**src/rtl/latch_chk_pkg.sv**
```systemverilog
// Shared types and constants for the latch response checker.
package latch_chk_pkg;

   localparam int DEFAULT_MAX_DELAY = 4;

   typedef enum logic [1:0] {
      ST_IDLE  = 2'b00,
      ST_TRACK = 2'b01,
      ST_HOLD  = 2'b10
   } state_e;

   typedef enum logic [1:0] {
      ERR_NONE   = 2'b00,
      ERR_FOLLOW = 2'b01,
      ERR_HOLD   = 2'b10,
      ERR_COMP   = 2'b11
   } err_code_e;

   typedef struct packed {
      logic d;
      logic g;
      logic q;
      logic qb;
   } lat_sample_t;

   // Hold outranks follow, which outranks complement.
   function automatic err_code_e err_priority(input logic hold_v,
                                              input logic follow_v,
                                              input logic comp_v);
      err_code_e code;
      code = ERR_NONE;
      if (hold_v)        code = ERR_HOLD;
      else if (follow_v) code = ERR_FOLLOW;
      else if (comp_v)   code = ERR_COMP;
      return code;
   endfunction

endpackage

```
**src/rtl/settle_timer.sv**
```systemverilog
// Saturating up-counter: restarts at 0, reports settled once it reaches MAX_DELAY.
module settle_timer
   import latch_chk_pkg::*;
#(
   parameter int MAX_DELAY = DEFAULT_MAX_DELAY
) (
   input  logic clk,
   input  logic rst,
   input  logic restart,
   output logic settled
);

   localparam int            TW      = (MAX_DELAY < 1) ? 1 : $clog2(MAX_DELAY + 1);
   localparam logic [TW-1:0] CNT_MAX = TW'(MAX_DELAY);

   logic [TW-1:0] cnt_q, cnt_d;

   always_comb begin
      cnt_d = cnt_q;
      if (restart)
         cnt_d = '0;
      else if (cnt_q != CNT_MAX)
         cnt_d = cnt_q + 1'b1;
   end

   always_ff @(posedge clk) begin
      if (rst)
         cnt_q <= '0;
      else
         cnt_q <= cnt_d;
   end

   assign settled = (cnt_q == CNT_MAX);

endmodule

```
**config.mk**
```make
export PLATFORM = sky130hd
export DESIGN_NAME = settle_timer
export DESIGN_NICKNAME = d
export VERILOG_FILES = /design/src/rtl/latch_chk_pkg.sv /design/src/rtl/settle_timer.sv
export SDC_FILE = /design/constraint.sdc
export NUM_CORES = 1
export LEC_CHECK = 0
export BUFFER_PORTS_ARGS = -buffer_cell sky130_fd_sc_hd__buf_2
export CAP_MARGIN = 20
export CORE_AREA = 2 2 39 41
export DETAILED_ROUTE_END_ITERATION = 10
export DIE_AREA = 0 0 41 43
export SLEW_MARGIN = 20
export SYNTH_ARGS = -nofsm -noshare
export SYNTH_HDL_FRONTEND = slang
export SYNTH_SLANG_ARGS = --single-unit
```
**constraint.sdc**
```tcl
create_clock -name clk -period 1.8 [get_ports clk]
set_input_delay 0.18 -clock clk [delete_from_list [all_inputs] [get_ports clk]]
set_output_delay 0.18 -clock clk [all_outputs]
set_load 0.03 [all_outputs]
```
==> impl_results.md <==
* Dpl cells at 36
* Worst-Margin Slew at between 0.2 and 0.25 ns
* Largest net degree at the start of global routing at 8
* CTS tree: built
* IO buf count at 3
* Worst Path Class, Setup: reg -> out
* Fin cells at 40
* Cells after Synth at 17
* Layout area overhead at 36.3%
* Worst Hold Class: in -> reg
* Die Span X at approximately 41 um
* Remaining antenna violation count at 0
* Post-route setup slack at roughly 0.35 ns
* # diodes at 0
* Post-synthesis register bit count at 3
* Clock slew at reported path FFs at roughly 0.03 ns
* WL final at ~280 um
* Design area at 230 sq um
* PD cells at 878 nW/um^2
* Worst path required time at 1.62 ns
* Setup crit start: cnt_q[0]
* Status: finished, final reports clean
* Placement Cell Area at 204 sq um
* Internal power at between 0.00015 and 0.0002 W
* Avg Synthesized Cell Area at between 9 and 10 sq um
* Clk_lat worst skew at between 0.2 and 0.25 ns
* Biggest registers after layout: cnt_q x3
* CTS max path bufs at 2
* Maximum vdd drop at approximately 0.00028 V
* Hold Path Depth at 2
* Max Cap Viol at 0
* Commonest cells after routing, fill and taps aside: clkbuf_4 (3), dfxtp_1 (3), buf_2 (3)
* Max FO, Critical Path at 6
* Wire length per cell at between 6 and 7 um
* Die Ht at ~43 um
* Clock network fraction of total power at a little under three fifths
* Final setup viols at 0
* Layout filler cell count at between 150 and 200
* Layout Nets at 30
* Reg-to-reg setup timing slack at 0.61 ns
* Hold_buf cts at 0
* End of the worst hold path: cnt_q[1]
* First-pass GRT wire length at 400 um
* Setup slack at placement at around 0.57 ns
* Final hold slack at 0.156 ns
* Clock Root Buffer: clkbuf_4
* Final hold violations at 0
* Tot GR Track Use at 3.60%
* Worst reg2reg path depth at 4
* Slew Limit Fails at 0
* Fin crit period at ~1.5 ns
* RSZ-0062 raised after global routing: false
* Skew final at roughly 0.0018 ns
* Syn nets at 22
* Fmax at approximately 690 MHz
* Via density at between 3 and 4
* Top reg by flops: cnt_q
* Crit start category: flip-flop
* Register area share after synthesis at between 30 and 40%
* Gate power share at between 7 and 8%
* IO Count at 4
* Initial antenna violation count at 0
* Dpl hpwl at roughly 220 um
* Max reg flops at 3
* Share of layout cells above drive strength 1 at 41.7%
* Core ar. at 1380 sq um
* Starting Density at around 12%
* Routability cong. at ~0.42
* Clk sink count at 3
* GR Overflow Total at 0
* Setup TNS at 0 ns
* Fin crit share at about four fifths
* CP Capture Type: output pin
* First-pass detailed-route iteration total at 2
* Via count at ~140
* Drc violations at 0
* LEAKAGE at 0.101 nW
* Synth Warn # at 0
* Worst Path Arrival at between 1 and 1.5 ns
* Vias in the first global route at 123
* Relative slew margins at about 86%
* Switching share of power at between 20% and 30%
* Die ar. at between 1500 and 2000 sq um
* First DRT Iteration DRCs at 5
* Share of power burned in registers at about a third
* Clock buffer count from CTS at 3
* Mapped Area at approximately 170 sq um
* Number of setup buffers added after CTS at 0
* H-tree Lvls at 1
* FF-to-FF Start: cnt_q[0]
* # rows at 14
* Distinct cells, synth at 11
* Total net switching power at ~0.000042 W
* Min-delay src: rst
* Gates resized, CTS repair at 0
* Reg-to-reg endpoint: cnt_q[0]
power groups by stage:
stage	sequential (W)	combinational (W)	clock (W)
after floorplan	0.0000718	0.0000102	0
after global placement	0.0000724	0.0000154	0
after detailed placement	0.0000724	0.0000156	0
after CTS	0.0000713	0.0000158	0.000123
after global routing	0.0000713	0.0000171	0.000131
final	0.0000713	0.0000153	0.000115
logic make-up after synthesis:
family                   after synthesis  synth area share [%]
adder cells (fa/ha/maj)                2                  14.8
AO/OA/AOI/OAI                          4                  20.0
flip-flops                             3                  35.6
AND/OR/NAND/NOR                        6                  25.2
buffers and inverters                  2                  4.45
metal layers:
| metal | wire (um) | vias up | GRT usage (%) |
|---|---|---|---|
| met4 | 0 | 0 | 0 |
| met2 | 126 | 5 | 5.31 |
| met1 | 133 | 64 | 3.18 |
| met5 | 0 | - | 0 |
| met3 | 18 | 0 | 4.71 |
| li1 | - | 75 | - |
worst max-delay path: stages (launching register included):
cell     delay [ns]
dfxtp_1        0.37
inv_1          0.06
ha_1           0.25
and2_2         0.20
buf_2          0.17
stage by stage:
step                       power, W  utilization [%]
after floorplan           0.0000820                -
after global placement    0.0000878             14.7
after detailed placement  0.0000881             14.7
after CTS                  0.000210             16.6
after global routing       0.000219             16.6
final                      0.000202             16.6
cells in the mapped netlist:
| cell type | count | area share [%] |
|---|---|---|
| and3b_1 | 1 | 5.2 |
| nand3_1 | 2 | 5.9 |
| nor4_2 | 1 | 7.4 |
| and2_2 | 1 | 4.4 |
| ha_1 | 2 | 15 |
| a211oi_1 | 2 | 8.9 |
| dfxtp_1 | 3 | 36 |
| inv_1 | 2 | 4.4 |
| nor2_1 | 1 | 2.2 |
| a21bo_2 | 1 | 5.9 |
| a21o_2 | 1 | 5.2 |
how the worst max path moves through the flow:
stage                           to  slack (ns)
final                      settled        0.35
after global routing       settled        0.27
after CTS                  settled        0.33
after detailed placement   settled        0.57
after global placement     settled        0.57
after floorplan           cnt_q[1]        0.68
layout make-up:
class	count	area [sq um]	area share [%]
Clock buffer	4	26.3	11.4
Inverter	2	7.51	3.26
Multi-Input combinational cell	12	101	44.0
Sequential cell	3	60.1	26.1
Tap cell	16	20.0	8.70
Timing Repair Buffer	3	15.0	6.52
(Power assumes the default switching activity.)
